## config.mk

```make
export PLATFORM = sky130hd
export DESIGN_NAME = decode_stage_sb
export DESIGN_NICKNAME = d
export VERILOG_FILES = /design/src/rtl/decode_stage_sb.sv
export SDC_FILE = /design/constraint.sdc
export NUM_CORES = 2
export LEC_CHECK = 0
export CORE_MARGIN = 4
export CORE_UTILIZATION = 49
export DETAILED_ROUTE_END_ITERATION = 10
export PLACE_DENSITY = 0.72
export SLEW_MARGIN = 0
export SYNTH_ARGS = -nofsm -noshare
export SYNTH_HDL_FRONTEND = slang
export SYNTH_SLANG_ARGS = --single-unit
```

## constraint.sdc

```tcl
create_clock -name clk_i -period 6.62 [get_ports clk_i]
set_input_delay 0.993 -clock clk_i [delete_from_list [all_inputs] [get_ports clk_i]]
set_output_delay 0.993 -clock clk_i [all_outputs]
set_load 0.02 [all_outputs]
```

## src/rtl/decode_stage_sb.sv

```systemverilog
// decode_stage_sb: decode stage with register file, write-back bypass,
// register scoreboard, hazard stall and a valid/ready ID/EX register.
//
// Ports:
//   clk_i, reset_i          clock, synchronous active-low reset
//   id_valid_i/id_ready_o   instruction handshake at decode (id_ready_o is combinational)
//   rs_i, rt_i, rd_i        source 1, source 2 / I-type dest, R-type dest
//   uses_rs_i, uses_rt_i    instruction reads rs / rt
//   reg_dst_i, reg_write_i  dest select (1 = rd, 0 = rt), writes a register
//   imm_i, imm_mode_i       raw immediate, extension mode
//   wb_en_i/addr_i/data_i   write-back port
//   flush_i                 discard ID instruction and ID/EX contents
//   ex_ready_i/ex_valid_o   ID/EX handshake
//   ex_*_o                  registered bundle to EX
//   busy_vec_o              scoreboard, bit i = write pending to register i
module decode_stage_sb #(
  parameter int unsigned XLEN  = 32,
  parameter int unsigned NREGS = 32,
  parameter int unsigned IMM_W = 16,
  localparam int unsigned AW   = $clog2(NREGS)
) (
  input  logic               clk_i,
  input  logic               reset_i,
  input  logic               id_valid_i,
  output logic               id_ready_o,
  input  logic [AW-1:0]      rs_i,
  input  logic [AW-1:0]      rt_i,
  input  logic [AW-1:0]      rd_i,
  input  logic               uses_rs_i,
  input  logic               uses_rt_i,
  input  logic               reg_dst_i,
  input  logic               reg_write_i,
  input  logic [IMM_W-1:0]   imm_i,
  input  logic [1:0]         imm_mode_i,
  input  logic               wb_en_i,
  input  logic [AW-1:0]      wb_addr_i,
  input  logic [XLEN-1:0]    wb_data_i,
  input  logic               flush_i,
  input  logic               ex_ready_i,
  output logic               ex_valid_o,
  output logic [XLEN-1:0]    ex_rs_data_o,
  output logic [XLEN-1:0]    ex_rt_data_o,
  output logic [XLEN-1:0]    ex_imm_o,
  output logic [IMM_W-1:0]   ex_imm_raw_o,
  output logic [AW-1:0]      ex_dst_o,
  output logic               ex_reg_write_o,
  output logic [NREGS-1:0]   busy_vec_o
);

  localparam int unsigned EXT_W = XLEN - IMM_W;

  logic [XLEN-1:0]  rf_q [NREGS];
  logic [NREGS-1:0] busy_q, busy_d;

  logic             ex_valid_q, ex_valid_d;
  logic [XLEN-1:0]  ex_rs_data_q, ex_rs_data_d;
  logic [XLEN-1:0]  ex_rt_data_q, ex_rt_data_d;
  logic [XLEN-1:0]  ex_imm_q, ex_imm_d;
  logic [IMM_W-1:0] ex_imm_raw_q, ex_imm_raw_d;
  logic [AW-1:0]    ex_dst_q, ex_dst_d;
  logic             ex_reg_write_q, ex_reg_write_d;

  logic [NREGS-1:0] clr_vec, set_vec, sq_vec;
  logic [AW-1:0]    dst;
  logic [XLEN-1:0]  rs_data, rt_data, imm_sext, imm_ext;
  logic             raw_rs, raw_rt, waw, slot_free, issue;

  // Operand read with write-back bypass; register 0 reads zero.
  always_comb begin
    rs_data = rf_q[rs_i];
    rt_data = rf_q[rt_i];
    if (wb_en_i && (wb_addr_i == rs_i)) rs_data = wb_data_i;
    if (wb_en_i && (wb_addr_i == rt_i)) rt_data = wb_data_i;
    if (rs_i == '0) rs_data = '0;
    if (rt_i == '0) rt_data = '0;
  end

  // Immediate extension.
  always_comb begin
    imm_sext = {{EXT_W{imm_i[IMM_W-1]}}, imm_i};
    imm_ext  = imm_sext;
    case (imm_mode_i)
      2'd0:    imm_ext = imm_sext;
      2'd1:    imm_ext = {{EXT_W{1'b0}}, imm_i};
      2'd2:    imm_ext = {imm_i, {EXT_W{1'b0}}};
      default: imm_ext = imm_sext << 2;
    endcase
  end

  // Hazard detection, issue and scoreboard next state.
  always_comb begin
    dst     = reg_dst_i ? rd_i : rt_i;
    clr_vec = '0;
    for (int i = 0; i < int'(NREGS); i++) begin
      clr_vec[i] = wb_en_i && (wb_addr_i == AW'(i));
    end

    // A register being written back this cycle no longer blocks.
    raw_rs = uses_rs_i   && (rs_i != '0) && busy_q[rs_i] && !clr_vec[rs_i];
    raw_rt = uses_rt_i   && (rt_i != '0) && busy_q[rt_i] && !clr_vec[rt_i];
    waw    = reg_write_i && (dst  != '0) && busy_q[dst]  && !clr_vec[dst];

    slot_free  = !ex_valid_q || ex_ready_i;
    id_ready_o = reset_i && slot_free && !(raw_rs || raw_rt || waw) && !flush_i;
    issue      = id_valid_i && id_ready_o;

    set_vec = '0;
    if (issue && reg_write_i && (dst != '0)) set_vec[dst] = 1'b1;

    // Flushing a writer held in ID/EX releases its destination.
    sq_vec = '0;
    if (flush_i && ex_valid_q && ex_reg_write_q && (ex_dst_q != '0)) sq_vec[ex_dst_q] = 1'b1;

    busy_d    = ((busy_q & ~clr_vec) | set_vec) & ~sq_vec;
    busy_d[0] = 1'b0;
  end

  // ID/EX register next state.
  always_comb begin
    ex_valid_d     = ex_valid_q;
    ex_rs_data_d   = ex_rs_data_q;
    ex_rt_data_d   = ex_rt_data_q;
    ex_imm_d       = ex_imm_q;
    ex_imm_raw_d   = ex_imm_raw_q;
    ex_dst_d       = ex_dst_q;
    ex_reg_write_d = ex_reg_write_q;
    if (flush_i) begin
      ex_valid_d = 1'b0;
    end else if (issue) begin
      ex_valid_d     = 1'b1;
      ex_rs_data_d   = rs_data;
      ex_rt_data_d   = rt_data;
      ex_imm_d       = imm_ext;
      ex_imm_raw_d   = imm_i;
      ex_dst_d       = dst;
      ex_reg_write_d = reg_write_i;
    end else if (ex_ready_i) begin
      ex_valid_d = 1'b0;
    end
  end

  // Register file; entry 0 is never written.
  always_ff @(posedge clk_i) begin
    if (!reset_i) begin
      for (int i = 0; i < int'(NREGS); i++) rf_q[i] <= '0;
    end else if (wb_en_i && (wb_addr_i != '0)) begin
      rf_q[wb_addr_i] <= wb_data_i;
    end
  end

  // Scoreboard and ID/EX state.
  always_ff @(posedge clk_i) begin
    if (!reset_i) begin
      busy_q         <= '0;
      ex_valid_q     <= 1'b0;
      ex_rs_data_q   <= '0;
      ex_rt_data_q   <= '0;
      ex_imm_q       <= '0;
      ex_imm_raw_q   <= '0;
      ex_dst_q       <= '0;
      ex_reg_write_q <= 1'b0;
    end else begin
      busy_q         <= busy_d;
      ex_valid_q     <= ex_valid_d;
      ex_rs_data_q   <= ex_rs_data_d;
      ex_rt_data_q   <= ex_rt_data_d;
      ex_imm_q       <= ex_imm_d;
      ex_imm_raw_q   <= ex_imm_raw_d;
      ex_dst_q       <= ex_dst_d;
      ex_reg_write_q <= ex_reg_write_d;
    end
  end

  assign ex_valid_o     = ex_valid_q;
  assign ex_rs_data_o   = ex_rs_data_q;
  assign ex_rt_data_o   = ex_rt_data_q;
  assign ex_imm_o       = ex_imm_q;
  assign ex_imm_raw_o   = ex_imm_raw_q;
  assign ex_dst_o       = ex_dst_q;
  assign ex_reg_write_o = ex_reg_write_q;
  assign busy_vec_o     = busy_q;

endmodule

```

# Word-level counts from Yosys, hierarchy flattened
# Memory sizes are Yosys's and may differ from the RTL's.
# Index checks and enable logic that the tools add are counted.
# word_totals
register_bits	151
mem_bits_ro	0
ram_bits	1024
latch_bits	0
mem_count	1
# mem_list
memory	depth	width	rd	rd_ports_with_merged_regs	wr	line	rtl
rf_q	32	32	2	0	32	52	logic [XLEN-1:0] rf_q [NREGS];
# op_classes
order_cmp	6
n_div	0
n_bitwise	7
n_mul	0
shift	0
n_eq_ne	35
n_reduce_logical	77
n_mux	33
n_addsub	0
# op_table
op	count
$mux W32	7
$pmux W32 S3	1
$eq A5 B5 Y1 const B	16
$and A32 B32 Y32	2
$not A32 Y32	2
$logic_and A1 B1 Y1	55
$eq A5 B4 Y1 const B	8
$or A32 B32 Y32	1
$reduce_or A32 Y1	1
$bmux W1 S5	6
$reduce_bool A5 Y1	5
$lt A5 B6 Y1 const B	4
$eq A5 B3 Y1 const B	4
$logic_not A5 Y1	3
$mux W1	15
$demux W1 S5	2
$eq A5 B2 Y1 const B	2
$eq A5 B5 Y1	2
$ge A5 B1 Y1 const B	2
$mux W5	2
$logic_not A1 Y1	6
$eq A5 B1 Y1 const B	1
$logic_or A1 B1 Y1	3
$eq A2 B1 Y1 const B	1
6 further kinds	7

# Logic depth before layout (Yosys ltp)
# depth
depth_word	17
mapped_depth	13

# Worst setup path after synthesis
# OpenSTA, ideal clock, no wires.
# synth_path
kind	input port to flip-flop
startpoint	input port reset_i
endpoint	memory rf_q[13][0], enable pin
required_time_ps	6154
n_path_buf	1
arrival_ps	5172
setup_slack_ps	983
stages	5
cell_sequence	clkbuf_1 > clkinv_1 > nor3_1 > nand2_1 > o21ai_0
# synth_rtl
element	line	rtl
start: declaration	23	input logic reset_i,
end: declaration	52	

# Final worst setup path
# layout_path
startpoint	input port reg_dst_i
endpoint	output port id_ready_o
# layout_via
elab_chain_len	9
# layout_rtl
element	line	rtl
start: declaration	31	input logic reg_dst_i,
$mux W5 (*)	92	dst = reg_dst_i ? rd_i : rt_i;
$bmux W1 S5 or $reduce_bool A5 Y1 (tied branches)	101	waw = reg_write_i && (dst != '0) && busy_q[dst] && !clr_vec[dst];
$mux W1 (implied by the code) or $logic_and A1 B1 Y1 (tied branches)	101	
$logic_and A1 B1 Y1 or $logic_not A1 Y1 (tied branches)	101	
$logic_and A1 B1 Y1 (*)	101	
$logic_or A1 B1 Y1 (*)	104	id_ready_o = reset_i && slot_free && !(raw_rs || raw_rt || waw) && !flush_i;
$logic_not A1 Y1 (*)	104	
$logic_and A1 B1 Y1 (*) (2 in series)	104	
end: declaration	25	output logic id_ready_o,
# Every way passes the cells marked *; elsewhere a longest branch is shown, timed or not. The select of a mux whose other input is x is not followed.

==> qor.yml <==
cts:
  tritoncts_num_sinks: 1174
  htreeDepth: 3
  cts_tree: "done"
  clock_tree.root_cell: "sky130_fd_sc_hd__clkbuf_16"
  number_of_buffers_added_by_the_clock_tree_synthesis_step: 121
  cts_post_setup_buffers_inserted: 0
  reg_clk_slew_reported_paths_ns: 0.06
  clkLatencyLatePin_ns: 0.74
  cts.repair.resized: 0
  ctsHoldBuffers: 0
  max-clock-path-buffers: 3
drt:
  initialDrtViolationCount: 6718
  dr_total_vias: 41400
  detail_route.wl_per_cell_um: 34.7
  number_of_vias_per_cell: 6.86
  drt_pass1_iterations: 8
  final_routed_wirelength_mm: 209
  drc_errors: 0
  antenna_left: 0
finish:
  finish.utilization_pct: 56.1
  fin_nets: 4345
  drive_gt1_share_pct: 24.0
  seqCellArea_mm2: 0.0338
  multi_input_area_mm2: 0.0275
  finalInstanceArea_mm2: 0.0708
  final_common_cell: "sky130_fd_sc_hd__edfxtp_1"
  layout.cells.most_common_list: "sky130_fd_sc_hd__edfxtp_1, sky130_fd_sc_hd__and2_1, sky130_fd_sc_hd__mux4_2"
  post_layout_nonfiller_instances: 6026
  fillCellCount: 9781
  signed_area_change_from_the_synthesized_netlist_to_the_final_layout_pct: 13.2
pwr:
  pwr-share-clk_pct: 39.2
  power.share.switching_pct: 25.0
  leakage_nw: 24.4
  power_internal_mw: 13.4
  power.density_mw_per_mm2: 253
  seqPwrFrac_pct: 48.2
  pwr-share-comb_pct: 12.6
  net-switching-power_mw: 4.47
  vdd_ir_drop_max_mv: 0.219
die:
  placeableCoreArea_mm2: 0.126
  floorplan.io_pins: 232
  initial_core_util_pct: 49.6
  floorplan.rows: 130
  die_footprint_mm2: 0.133
  fp.dieH_um: 365
  die_w_um: 365
synthesis:
  ys_seq_area_share_pct: 54.0
  synth.avg_cell_area_um2: 14.9
  synth_warnings: 0
  synthArstFlopShare_pct: 0
  syn-cell-area_mm2: 0.0625
  netlist-cell-type-count: 74
  dominantRegCellSynth: "sky130_fd_sc_hd__edfxtp_1"
  number_of_enable_flip_flop_cells_after_synthesis: 1024
  synthesis.instances: 4204
  flip_flop_and_latch_count_after_synthesis: 1174
timing:
  hold_viol: 0
  slew_headroom_pct: 12.9
  worst_slew_pin_slew_ns: 1.30
  setup_viol_count_final: 0
  setup_slack_ns: 0.810
  rsz_0062_raised_after_global_routing: "false"
  clock_skew_ns: 0.0231
  fin_tns_setup_ns: 0
  max_clock_freq_ghz: 0.172
  layout_worst_path_cycle_share_pct: 87.8
  finalWorstPathRequiredPeriod_ns: 5.81
  maxSlewViolCount: 0
global_routing:
  initial_antenna_violation_count: 19
  grt_max_degree: 119
  overflow: 0
  grt_pass1_wl_mm: 297
  grt_pass1_vias: 40800
  groute.usage.overall_pct: 31.3
worst_setup_path:
  critical_path.cell_chain: "clkdlybuf4s50_1, mux2i_1, nor2_1, a22o_1, o31ai_1, o22ai_1, nor2_1, nor2_1, clkdlybuf4s50_1"
  timing.critical_path.slowest_stage_cell: "sky130_fd_sc_hd__clkdlybuf4s50_1"
  cp-start-kind: "input pin"
  critPathMaxFanout: 17
  worst-r2r-setup-slack_ns: 3.46
  data_required_time_of_the_critical_path_ns: 5.63
  end_kind: "primary output"
  most_frequent_cell_on_the_critical_path: "sky130_fd_sc_hd__nor2_1"
  worst_ep_arrival_time_ns: 4.82
  rr_worst_depth: 7
  worst_path_largest_cell_delay_ns: 1.10
  path_class: "in -> out"
placement:
  post_dp_cell_area_mm2: 0.0667
  post_placement_setup_slack_ns: 0.861
  dp_hpwl_mm: 122
  place_inst: 5792
  place_congestion: 0.900
  port_buffers: 230
worst_hold_path:
  hold_path_class: "reg -> reg"
  worst_hold_path.num_cells: 2
status:
  outcome: "completed"
run:
  max_cap_violations: 0
## cell usage after synthesis, types with 4 or more instances
cell type,number,area (um2)
sky130_fd_sc_hd__a211oi_1,7,52.6
sky130_fd_sc_hd__inv_1,26,97.6
sky130_fd_sc_hd__buf_1,22,82.6
sky130_fd_sc_hd__o21a_1,18,135
sky130_fd_sc_hd__nor3_1,14,70.1
sky130_fd_sc_hd__buf_2,72,360
sky130_fd_sc_hd__o211ai_1,77,578
sky130_fd_sc_hd__buf_6,11,124
sky130_fd_sc_hd__mux4_2,655,14800
sky130_fd_sc_hd__and3_1,5,31.3
sky130_fd_sc_hd__o2111ai_1,25,219
sky130_fd_sc_hd__nand3b_1,6,45.0
sky130_fd_sc_hd__o41ai_1,5,43.8
sky130_fd_sc_hd__edfxtp_1,1024,30700
sky130_fd_sc_hd__nand3_1,26,130
sky130_fd_sc_hd__xor2_1,5,43.8
sky130_fd_sc_hd__and2_1,994,6220
sky130_fd_sc_hd__a21oi_1,21,105
sky130_fd_sc_hd__nor2_1,59,221
sky130_fd_sc_hd__o22ai_1,29,181
sky130_fd_sc_hd__o21ai_0,76,380
sky130_fd_sc_hd__buf_4,8,60.1
sky130_fd_sc_hd__or3_1,4,25.0
sky130_fd_sc_hd__mux2i_1,167,1670
sky130_fd_sc_hd__dfxtp_1,150,3000
sky130_fd_sc_hd__o21ai_1,8,40.0
sky130_fd_sc_hd__or4_1,25,188
sky130_fd_sc_hd__nand4_1,6,37.5
sky130_fd_sc_hd__clkbuf_1,333,1250
sky130_fd_sc_hd__nand2_1,236,886
sky130_fd_sc_hd__nor2b_1,4,25.0
sky130_fd_sc_hd__nand2b_1,16,100
sky130_fd_sc_hd__xnor2_1,6,52.6
## per-stage QoR
stage | power (mW) | hold slack, ns
2_1_floorplan | 10.2 | 0.536
3_3_place_gp | 10.9 | 0.444
3_5_place_dp | 11.0 | 0.451
4_1_cts | 17.9 | 0.459
5_1_grt | 18.3 | 0.480
6_report | 17.9 | 0.458
## kinds of logic after synthesis
group	Yosys count	share of synthesized area, %
compound gates	301	3.27
xor+xnor	12	0.180
buf+inv	475	3.17
flops	1174	54.0
mux	829	26.4
other cells	1	0.00600
simple gates	1412	13.0
## worst max-delay path, delay by kind of cell
| family | cells | cell delay (ns) |
|---|---|---|
| AO/OA/AOI/OAI | 3 | 0.68 |
| multiplexers | 1 | 0.37 |
| AND/OR/NAND/NOR | 3 | 0.96 |
| buffers and inverters | 2 | 1.80 |
## power groups by stage
stage	registers (mW)	clock network [mW]	logic (mW)
2_1_floorplan	8.75	0	1.41
3_3_place_gp	8.73	0	2.19
3_5_place_dp	8.77	0	2.21
4_1_cts	8.62	7.04	2.21
5_1_grt	8.66	7.35	2.32
6_report	8.63	7.01	2.25
## flip-flops by register name, summed over array words and instances (netlist names)
name / flops
rf_q: 1024
ex_imm_o: 32
ex_rs_data_o: 32
ex_rt_data_o: 32
busy_vec_o: 31
ex_imm_raw_o: 16
ex_dst_o: 5
ex_reg_write_o: 1
ex_valid_o: 1
## area by class of cell
type	instances	share of cell area, %
well taps	1650	2.92
flip-flops and latches	1174	47.7
diodes	9	0.0318
repair buffers	352	4.66
clock buffers	160	4.63
multi-input cells	2587	38.9
clock inverters	65	1.04
inverters	29	0.157
## layer usage
layer	part of all wire [%]	up-vias	global-route usage, %	routed length, um
li1	-	16300	-	-
met2	46	3320	48.2	95500
met4	4.9	4	13.2	10200
met3	14	596	8.31	29100
met5	0.012	-	0	25
met1	35	21100	42.4	74200
## worst paths after layout
| check | startpoint | end |
|---|---|---|
| worst max-delay path | reg_dst_i | id_ready_o |
| worst min-delay path | ex_imm_o[16] | ex_imm_o[16] |
| worst max register to register | busy_vec_o[11] | ex_rs_data_o[6] |
| worst min register to register | ex_imm_o[16] | ex_imm_o[16] |
No activity file was read; power rests on OpenSTA's default activity.
